### config.mk
export PLATFORM = sky130hd
export DESIGN_NAME = rename_map_table
export DESIGN_NICKNAME = d
export VERILOG_FILES = /design/src/rtl/rename_map_table.sv
export SDC_FILE = /design/constraint.sdc
export NUM_CORES = 2
export LEC_CHECK = 0
export CAP_MARGIN = 20
export CORE_AREA = 2 2 378 268
export CTS_BUF_LIST = sky130_fd_sc_hd__clkbuf_4 sky130_fd_sc_hd__clkbuf_8
export DETAILED_ROUTE_END_ITERATION = 12
export DIE_AREA = 0 0 380 270
export PLACE_DENSITY_LB_ADDON = 0.12
export RECOVER_POWER = 25
export SETUP_SLACK_MARGIN = 0.05
export SLEW_MARGIN = 20
export SYNTH_ARGS = -nofsm -noshare
export SYNTH_HDL_FRONTEND = slang
export SYNTH_SLANG_ARGS = --single-unit
### constraint.sdc
create_clock -name clk -period 21.8 [get_ports clk]
set_input_delay 2.18 -clock clk [delete_from_list [all_inputs] [get_ports clk]]
set_output_delay 2.18 -clock clk [all_outputs]
set_load 0.02 [all_outputs]
### src/rtl/rename_map_table.sv
// Register rename stage: architectural-to-physical map with a ring of branch checkpoints.
// It allocates destination tags from the free list and restores the map and free-list pointer on a mispredict.
module rename_map_table #(
  parameter int ARCH_REGS = 32,
  parameter int PREG_W    = 8,
  parameter int NUM_CKPT  = 4
) (
  input  logic                         clk,
  input  logic                         reset,
  input  logic                         in_valid,
  output logic                         in_ready,
  input  logic [$clog2(ARCH_REGS)-1:0] rs1,
  input  logic [$clog2(ARCH_REGS)-1:0] rs2,
  input  logic [$clog2(ARCH_REGS)-1:0] rd,
  input  logic                         rd_wen,
  input  logic                         is_branch,
  input  logic [PREG_W-1:0]            fl_preg,
  input  logic                         fl_empty,
  input  logic [PREG_W-1:0]            fl_ptr,
  output logic                         fl_read_en,
  output logic                         fl_mispredict,
  output logic [PREG_W-1:0]            fl_re_ptr,
  output logic                         out_valid,
  input  logic                         out_ready,
  output logic [PREG_W-1:0]            out_prs1,
  output logic [PREG_W-1:0]            out_prs2,
  output logic [PREG_W-1:0]            out_prd,
  output logic [PREG_W-1:0]            out_old_prd,
  output logic [$clog2(NUM_CKPT)-1:0]  out_ckpt_id,
  output logic                         out_is_branch,
  input  logic                         mispredict,
  input  logic                         resolve_valid,
  input  logic [$clog2(NUM_CKPT)-1:0]  resolve_ckpt_id
);

  localparam int AW       = $clog2(ARCH_REGS);
  localparam int CW       = $clog2(NUM_CKPT);
  localparam int NW       = $clog2(NUM_CKPT + 1);
  localparam int PTR_BITS = 7;

  // Free-list read pointer arithmetic wraps at 128 entries.
  function automatic logic [PREG_W-1:0] wrap_ptr(input logic [PREG_W-1:0] p, input logic inc);
    logic [PREG_W-1:0] sum;
    sum = p + PREG_W'(inc);
    return sum & PREG_W'((1 << PTR_BITS) - 1);
  endfunction

  function automatic logic [CW-1:0] ring_inc(input logic [CW-1:0] idx);
    return idx + CW'(1);
  endfunction

  logic [PREG_W-1:0] map_q    [ARCH_REGS];
  logic [PREG_W-1:0] ckpt_map [NUM_CKPT][ARCH_REGS];
  logic [PREG_W-1:0] ckpt_ptr [NUM_CKPT];
  logic [NUM_CKPT-1:0] resolved_q;
  logic [CW-1:0] head_q, tail_q;
  logic [NW-1:0] count_q;

  logic              vld_p1, br_p1, fl_mp_p1;
  logic [PREG_W-1:0] prs1_p1, prs2_p1, prd_p1, old_prd_p1, re_ptr_p1;
  logic [CW-1:0]     ckpt_id_p1;

  logic          alloc, ring_full, fire, br_fire, retire, id_live;
  logic [CW-1:0] mp_tail, mp_span, id_off;
  logic [NW-1:0] mp_count;

  always_comb begin
    alloc      = rd_wen && (rd != '0);
    ring_full  = (count_q == NW'(NUM_CKPT));
    in_ready   = (!vld_p1 || out_ready) && !(alloc && fl_empty) &&
                 !(is_branch && ring_full) && !mispredict;
    fire       = in_valid && in_ready;
    fl_read_en = fire && alloc;
    br_fire    = fire && is_branch;
    retire     = !mispredict && (count_q != '0) && resolved_q[head_q];
    mp_tail    = ring_inc(resolve_ckpt_id);
    mp_span    = mp_tail - head_q;
    // Restored tail landing on head means every slot survived: the ring is full.
    mp_count   = (mp_span == '0) ? NW'(NUM_CKPT) : NW'(mp_span);
    id_off     = resolve_ckpt_id - head_q;
    id_live    = (NW'(id_off) < count_q);
  end

  // Stage p0 -> p1: map update, checkpoint ring control and output register
  always_ff @(posedge clk or negedge reset) begin
    if (!reset) begin
      for (int i = 0; i < ARCH_REGS; i++) map_q[i] <= PREG_W'(i);
      resolved_q <= '0;
      head_q     <= '0;
      tail_q     <= '0;
      count_q    <= '0;
      vld_p1     <= 1'b0;
      br_p1      <= 1'b0;
      fl_mp_p1   <= 1'b0;
      re_ptr_p1  <= '0;
      prs1_p1    <= '0;
      prs2_p1    <= '0;
      prd_p1     <= '0;
      old_prd_p1 <= '0;
      ckpt_id_p1 <= '0;
    end else begin
      fl_mp_p1 <= mispredict;
      if (mispredict) begin
        for (int i = 0; i < ARCH_REGS; i++) map_q[i] <= ckpt_map[resolve_ckpt_id][i];
        re_ptr_p1 <= ckpt_ptr[resolve_ckpt_id];
        tail_q    <= mp_tail;
        count_q   <= mp_count;
        vld_p1    <= 1'b0;
      end else begin
        if (fl_read_en) map_q[rd] <= fl_preg;
        if (resolve_valid) resolved_q[resolve_ckpt_id] <= 1'b1;
        if (br_fire) begin
          resolved_q[tail_q] <= 1'b0;
          tail_q             <= ring_inc(tail_q);
        end
        if (retire) head_q <= ring_inc(head_q);
        count_q <= count_q + NW'(br_fire) - NW'(retire);
        if (fire) begin
          vld_p1     <= 1'b1;
          prs1_p1    <= map_q[rs1];
          prs2_p1    <= map_q[rs2];
          prd_p1     <= alloc ? fl_preg : '0;
          old_prd_p1 <= alloc ? map_q[rd] : '0;
          br_p1      <= is_branch;
          ckpt_id_p1 <= is_branch ? tail_q : '0;
        end else if (out_ready) begin
          vld_p1 <= 1'b0;
        end
      end
    end
  end

  // Checkpoint snapshot includes the branch's own rd update (JAL/JALR link register).
  always_ff @(posedge clk) begin
    if (br_fire) begin
      for (int i = 0; i < ARCH_REGS; i++)
        ckpt_map[tail_q][i] <= (alloc && (rd == AW'(i))) ? fl_preg : map_q[i];
      ckpt_ptr[tail_q] <= wrap_ptr(fl_ptr, alloc);
    end
  end

  mp_slot_live: assert property (@(posedge clk) disable iff (!reset) mispredict |-> id_live);

  assign out_valid     = vld_p1;
  assign out_prs1      = prs1_p1;
  assign out_prs2      = prs2_p1;
  assign out_prd       = prd_p1;
  assign out_old_prd   = old_prd_p1;
  assign out_ckpt_id   = ckpt_id_p1;
  assign out_is_branch = br_p1;
  assign fl_mispredict = fl_mp_p1;
  assign fl_re_ptr     = re_ptr_p1;

endmodule

# Yosys cells after proc, flatten, opt, wreduce, memory -nomap -nowiden
# Memory sizes are Yosys's and may differ from the RTL's. A register that Yosys moved wholly into a read port is not among the register bits.
# Cells that the tools add are included.
dict set report word_totals {
  in_bits 42
  memories 2
  output_inout_bits 47
  word_cells 230
  latchBits 0
  mem_bits_ro 0
  ram_bits 1052
  reg_bits 312
}
dict set report op_classes {
  n_mux 67
  order_cmp 9
  eq_ne 32
  bitwise_logic 7
  multipliers 0
  add_sub_neg 7
  reduce_logical 61
  shifts 0
  div_mod_pow 0
}
# name depth width rd rd_clocked_by_memory_dff write_ports line_no
set memory_table {}
lappend memory_table {ckpt_map 4 256 1 0 1 53} ;# logic [PREG_W-1:0] ckpt_map [NUM_CKPT][ARCH_REGS];
lappend memory_table {ckpt_ptr 4 7 1 1 1 54} ;# logic [PREG_W-1:0] ckpt_ptr [NUM_CKPT];
# operator count
set op_table {}
lappend op_table {{2-to-1 mux 256 bit} 2}
lappend op_table {{2-to-1 mux 8 bit} 41}
lappend op_table {{bitwise mux 256 bit} 1}
lappend op_table {{binary-select mux 8 bit (select 5 bit)} 3}
lappend op_table {{== test 5 bit (second input constant)} 16}
lappend op_table {{logical AND 1 bit} 46}
lappend op_table {{demux 8 bit (select 5 bit)} 1}
lappend op_table {{== test 5 x 4 -> 1 bit (second input constant)} 8}
lappend op_table {{== test 5 x 3 -> 1 bit (second input constant)} 4}
lappend op_table {{greater-or-equal comparator 6 bit (second input constant)} 3}
lappend op_table {{inverter 5 -> 6 bit} 3}
lappend op_table {{2-to-1 mux 4 bit} 3}
lappend op_table {{== test 5 x 2 -> 1 bit (second input constant)} 2}
lappend op_table {{less-than comparator 2 x 3 -> 1 bit (second input constant)} 3}
lappend op_table {{2-to-1 mux 1 bit} 8}
lappend op_table {{adder 7 x 1 -> 7 bit} 1}
lappend op_table {{adder 2 x 1 -> 2 bit (second input constant)} 3}
lappend op_table {{less-than comparator 6 x 1 -> 1 bit (second input constant)} 1}
lappend op_table {{2-to-1 mux 2 bit} 3}
lappend op_table {{2-to-1 mux 3 bit} 2}
lappend op_table {{nonzero test 3 bit} 2}
lappend op_table {{== test 5 x 1 -> 1 bit (second input constant)} 1}
lappend op_table {{zero test 1 bit} 5}
lappend op_table {{zero test 5 bit} 1}
lappend op_table {{16 further kinds} 20}

# Longest topological paths before layout
dict set report depth {
  ltp_word 12
  mapped_depth 13
  ltp_nobuf 10
}

# Worst setup path after synthesis
# Ideal clock, no wire load.
dict set report synth_path {
  path_type {input-to-reg}
  start {in rd[4]}
  end {mem ckpt_map[0][0] (netlist name), enable pin}
  n_path_buf 3
  slack_ps 11714
  path_stages 7
  arrival_time_ps 9426
  setup_ps 661
  path_cell_list {buf_2 -> or2_1 -> buf_4 -> o211ai_4 -> buf_8 -> and2_1 -> and3_1}
}
dict set report synth_via {
  elab_chain_len 11
}
# item line_no
set synth_rtl {}
lappend synth_rtl {{start: declaration} 14} ;# input logic [$clog2(ARCH_REGS)-1:0] rd,
lappend synth_rtl {{nonzero test 5 bit} 68} ;# alloc = rd_wen && (rd != '0);
lappend synth_rtl {{logical AND 1 bit} 68}
lappend synth_rtl {{logical AND 1 bit} 70} ;# in_ready = (!vld_p1 || out_ready) && !(alloc && fl_empty) &&
lappend synth_rtl {{zero test 1 bit} 70}
lappend synth_rtl {{logical AND 1 bit (2 in a row)} 70}
lappend synth_rtl {{logical AND 1 bit} 71} ;# !(is_branch && ring_full) && !mispredict;
lappend synth_rtl {{logical AND 1 bit} 72} ;# fire = in_valid && in_ready;
lappend synth_rtl {{logical AND 1 bit} 74} ;# br_fire = fire && is_branch;
lappend synth_rtl {{2-to-1 mux 1 bit} 135} ;# if (br_fire) begin
lappend synth_rtl {{2-to-1 mux 1 bit} 137} ;# ckpt_map[tail_q][i] <= (alloc && (rd == AW'(i))) ? fl_preg : map_q[i];
lappend synth_rtl {{end: declaration} 53}
# No other way between the ends.

# Worst setup path in the final report
dict set report layout_path {
  start {in mispredict}
  end {reg map_q[159] (netlist name)}
}
dict set report layout_via {
  elab_chain_len 5
}
# item line_no
set layout_rtl {}
lappend layout_rtl {{start: declaration} 31} ;# input logic mispredict,
lappend layout_rtl {{zero test 1 bit} 71}
lappend layout_rtl {{logical AND 1 bit} 71}
lappend layout_rtl {{logical AND 1 bit} 72}
lappend layout_rtl {{logical AND 1 bit} 73} ;# fl_read_en = fire && alloc;
lappend layout_rtl {{nonzero test 2 bit (no source line)} n/a}
lappend layout_rtl {{end signal: indexed assignment} 110} ;# if (fl_read_en) map_q[rd] <= fl_preg;
lappend layout_rtl {{end: declaration} 52} ;# logic [PREG_W-1:0] map_q [ARCH_REGS];
# Parallel ways exist; a longest one is shown, timed or not.
# A chain may end at the register's enable or synchronous reset.

==> results.json <==
{
  "run_status": "finished, violations left",
  "failed_checks": "capacitance limit, slew limit",
  "std_cell_rows": 97,
  "floorplan.initialDensity_pct": 62.5,
  "timing_worst_setup_path_type": "input pin to register",
  "crit_path_max_fanout": 106,
  "num_vias": 36456,
  "crit_chain": "clkbuf_1, clkbuf_1, clkbuf_1, buf_4, o21ai_1",
  "grt_first_pass_wirelength_mm": 247,
  "grt_usage_pct": 33.3,
  "seq_area_frac_synth_pct": 63.8,
  "arrival_ns": 13.36,
  "critical_path_buf_inv_count": 4,
  "post_synth_inst_count": 3578,
  "synth_fp_nets": 3634,
  "worstReg2RegStart": "count_q[1]",
  "groute.layer.met1.usage_pct": 49.1,
  "average_vias_per_placed_instance": 7.06,
  "synthDistinctLibCells": 62,
  "layout_setup_ws_ns": 9.18,
  "timing.reg2reg.worst_path_depth": 7,
  "maximum_vdd_ir_drop_mv": 0.0687,
  "gr_util_met2_pct": 46.8,
  "placedCellCount": 4786,
  "synthToLayoutAreaGrowth_pct": 9.43,
  "insertion_delay_ns": 0.92,
  "mappedNetlistArea_um2": 61900,
  "synth_seq_cells": 1363,
  "postCtsSetupRepairBufs": 0,
  "grt_max_degree": 122,
  "postCtsResizedCells": 0,
  "worst_hold_path.num_cells": 2,
  "detailedPlacementHpwl_mm": 101,
  "synth_edf_count": 1052,
  "drc_violation_count_after_routing": 0,
  "wl_per_cell_um": 32.8,
  "final_layout_size_suffix_gt1_share_pct": 31.1,
  "slew_viol_final": 790,
  "place_congestion": 0.939,
  "cts_htree_levels": 4,
  "end_kind": "register",
  "synth_warnings": 0,
  "syn-mean-instance-area_um2": 17.3,
  "layout_worst_path_cycle_share_pct": 57.9,
  "final.setup_skew_ns": 0.0406,
  "req_time_crit_path_ns": 22.54,
  "design.portCount": 89,
  "finalWirelength_mm": 169,
  "antenna_violating_nets_post_route": 0,
  "critical-path-max-stage-delay_ns": 3.80,
  "cts.root.buffer_cell": "sky130_fd_sc_hd__clkbuf_8",
  "portBuffers": 86,
  "critical-path-top-delay-family": "buffers and inverters",
  "async_flop_share_pct": 22.8,
  "startpoint_type": "input pin",
  "first_global_vias": 36042,
  "synth-main-ff-cell": "sky130_fd_sc_hd__edfxtp_1",
  "grt_setup_unrepaired": "no",
  "hold_violations_final": 0,
  "period_minus_slack_ns": 12.62,
  "instances_no_fill": 5164,
  "grt_util_met3_pct": 11.0,
  "clk_slew_on_worst_s_h_paths_ns": 0.07,
  "tightestPinTransition_ns": 6.73,
  "tns_ns": 0,
  "max_cap_violations": 14,
  "tritoncts": "built",
  "global_route.peak_usage_layer": "met1",
  "cp_dominant_cell_by_count": "sky130_fd_sc_hd__clkbuf_1",
  "numClockSinks": 1363,
  "max_freq_mhz": 79.3,
  "hp-class": "register to register",
  "clock_tree.buffer_depth": 3,
  "antenna_found_initial": 7,
  "gr-total-overflow": 0,
  "postCtsHoldBufs": 0,
  "drt_iter0_markers": 4775,
  "setup_viol_count_final": 0,
  "power_density_nw_per_um2": 87.0,
  "floorplan.die.width_um": 380,
  "critPathLaunch": "mispredict",
  "worstSetupPathDepth": 5,
  "fin_nets": 3706,
  "slowest_stage": "sky130_fd_sc_hd__clkbuf_1",
  "core-area_um2": 99000,
  "number_of_cts_inserted_buffers": 197,
  "slew_headroom_pct": -349,
  "dp_worst_setup_slack_ns": 13.89,
  "floorplan.die_area_um2": 103000,
  "drt-pass1-iter-count": 7,
  "die_y_um": 270,
  "total_leakage_power_uw": 0.0245,
  "hold_path_startpoint": "out_prd[0]"
}
[cells by family (layout without fill, tap and decap cells)]
group / Yosys count / after routing / share of synthesized area, %
multiplexers: 985 / 985 / 25.4
other: 1 / 6 / 0.00606
XOR/XNOR: 12 / 12 / 0.170
AND/OR/NAND/NOR: 514 / 514 / 4.47
AO/OA/AOI/OAI: 401 / 401 / 3.77
flip-flops: 1363 / 1363 / 63.8
adder cells (fa/ha/maj): 14 / 14 / 0.295
buffers and inverters: 288 / 533 / 2.09
[layout make-up]
class	count	area (um2)
antenna	5	12.5
clock buffer	330	3900
clock inverter	42	244
fill	6506	31300
inverter	10	37.5
multi-input combinational	1927	21100
sequential	1363	39500
tap	1336	1670
timing repair buffer	151	1280
[state kept, by name (all words and copies together), names as in the netlist]
register,count
ckpt_map,1024
map_q,256
ckpt_ptr,28
out_old_prd,8
out_prd,8
out_prs1,8
out_prs2,8
fl_re_ptr,7
resolved_q,4
count_q,3
head_q,2
out_ckpt_id,2
tail_q,2
fl_mispredict,1
out_is_branch,1
out_valid,1
[worst reg2reg max path: stages (launching register included)]
cell	delay [ns]
sky130_fd_sc_hd__dfrtp_1	0.41
sky130_fd_sc_hd__nand4bb_1	0.35
sky130_fd_sc_hd__and4_1	0.28
sky130_fd_sc_hd__and2_1	0.24
sky130_fd_sc_hd__and3_4	0.66
sky130_fd_sc_hd__buf_4	0.79
sky130_fd_sc_hd__buf_12	0.67
sky130_fd_sc_hd__buf_4	1.03
[power breakdown]
part | switching (uW) | total, uW | leakage [uW] | internal [uW]
Sequential | 129 | 3090 | 0.0132 | 2960
Clock | 988 | 2130 | 0.00222 | 1140
Combinational | 396 | 679 | 0.00913 | 284
[metal layers]
layer | share of wire, % | wire, um | vias up
li1 | - | - | 14518
met3 | 14 | 23700 | 393
met1 | 39 | 65800 | 19034
met2 | 43 | 73600 | 2503
met4 | 3.7 | 6320 | 8
met5 | 0.024 | 40 | -
[final timing paths]
path                                    end  slack [ns]
max                              map_q[159]        9.18
min                              out_prd[0]        0.48
max reg2reg                ckpt_map[1][133]       16.97
min reg2reg                      out_prd[0]        0.48
max in group asynchronous         map_q[37]       10.65
min in group asynchronous        map_q[151]        3.82
[layout by cell type, fill, tap and decap left out, types with 12 or more instances in the layout]
cell	Yosys	layout
sky130_fd_sc_hd__a21oi_1	29	29
sky130_fd_sc_hd__a221oi_1	12	12
sky130_fd_sc_hd__a22oi_1	32	32
sky130_fd_sc_hd__a31oi_1	14	14
sky130_fd_sc_hd__buf_4	12	53
sky130_fd_sc_hd__clkbuf_1	174	16
sky130_fd_sc_hd__clkbuf_4	0	103
sky130_fd_sc_hd__clkbuf_8	0	227
sky130_fd_sc_hd__clkdlybuf4s50_1	0	34
sky130_fd_sc_hd__clkinv_1	0	20
sky130_fd_sc_hd__clkinv_2	0	12
sky130_fd_sc_hd__dfrtp_1	231	231
sky130_fd_sc_hd__dfstp_2	80	80
sky130_fd_sc_hd__dlygate4sd3_1	0	32
sky130_fd_sc_hd__edfxtp_1	1052	1052
sky130_fd_sc_hd__ha_1	13	13
sky130_fd_sc_hd__mux2_1	0	72
sky130_fd_sc_hd__mux2_2	265	193
sky130_fd_sc_hd__mux2i_1	278	278
sky130_fd_sc_hd__mux4_2	442	442
sky130_fd_sc_hd__nand2_1	315	315
sky130_fd_sc_hd__nand3_1	19	19
sky130_fd_sc_hd__nand4_1	13	13
sky130_fd_sc_hd__nand4_4	24	24
sky130_fd_sc_hd__nor2_1	38	44
sky130_fd_sc_hd__nor2_2	23	17
sky130_fd_sc_hd__nor2b_1	26	26
sky130_fd_sc_hd__o21ai_0	63	70
sky130_fd_sc_hd__o21ai_1	196	189
[cells in the mapped netlist (12+ instances only)]
cell,count,area share (%)
sky130_fd_sc_hd__a21oi_1,29,0.23
sky130_fd_sc_hd__a221oi_1,12,0.17
sky130_fd_sc_hd__a22oi_1,32,0.39
sky130_fd_sc_hd__a31oi_1,14,0.14
sky130_fd_sc_hd__and3_1,16,0.16
sky130_fd_sc_hd__buf_2,76,0.61
sky130_fd_sc_hd__buf_4,12,0.15
sky130_fd_sc_hd__clkbuf_1,174,1.1
sky130_fd_sc_hd__dfrtp_1,231,9.3
sky130_fd_sc_hd__dfstp_2,80,3.4
sky130_fd_sc_hd__edfxtp_1,1052,51
sky130_fd_sc_hd__ha_1,13,0.26
sky130_fd_sc_hd__mux2_2,265,4.8
sky130_fd_sc_hd__mux2i_1,278,4.5
sky130_fd_sc_hd__mux4_2,442,16
sky130_fd_sc_hd__nand2_1,315,1.9
sky130_fd_sc_hd__nand3_1,19,0.15
sky130_fd_sc_hd__nand4_1,13,0.13
sky130_fd_sc_hd__nand4_4,24,0.82
sky130_fd_sc_hd__nor2_1,38,0.23
sky130_fd_sc_hd__nor2_2,23,0.23
sky130_fd_sc_hd__nor2b_1,26,0.26
sky130_fd_sc_hd__o21ai_0,63,0.51
sky130_fd_sc_hd__o21ai_1,196,1.6
[through the flow]
step / utilization, % / hold WS (ns) / area, um2 / total power, uW
floorplan: - / 0.457 / 61900 / 3530
global placement: 64.3 / 0.468 / 63600 / 3770
detailed placement: 64.3 / 0.475 / 63600 / 3810
CTS: 68.4 / 0.490 / 67800 / 5900
global route: 68.4 / 0.525 / 67700 / 6070
finish: 68.4 / 0.478 / 67700 / 5890
(Power assumes the default switching activity.)
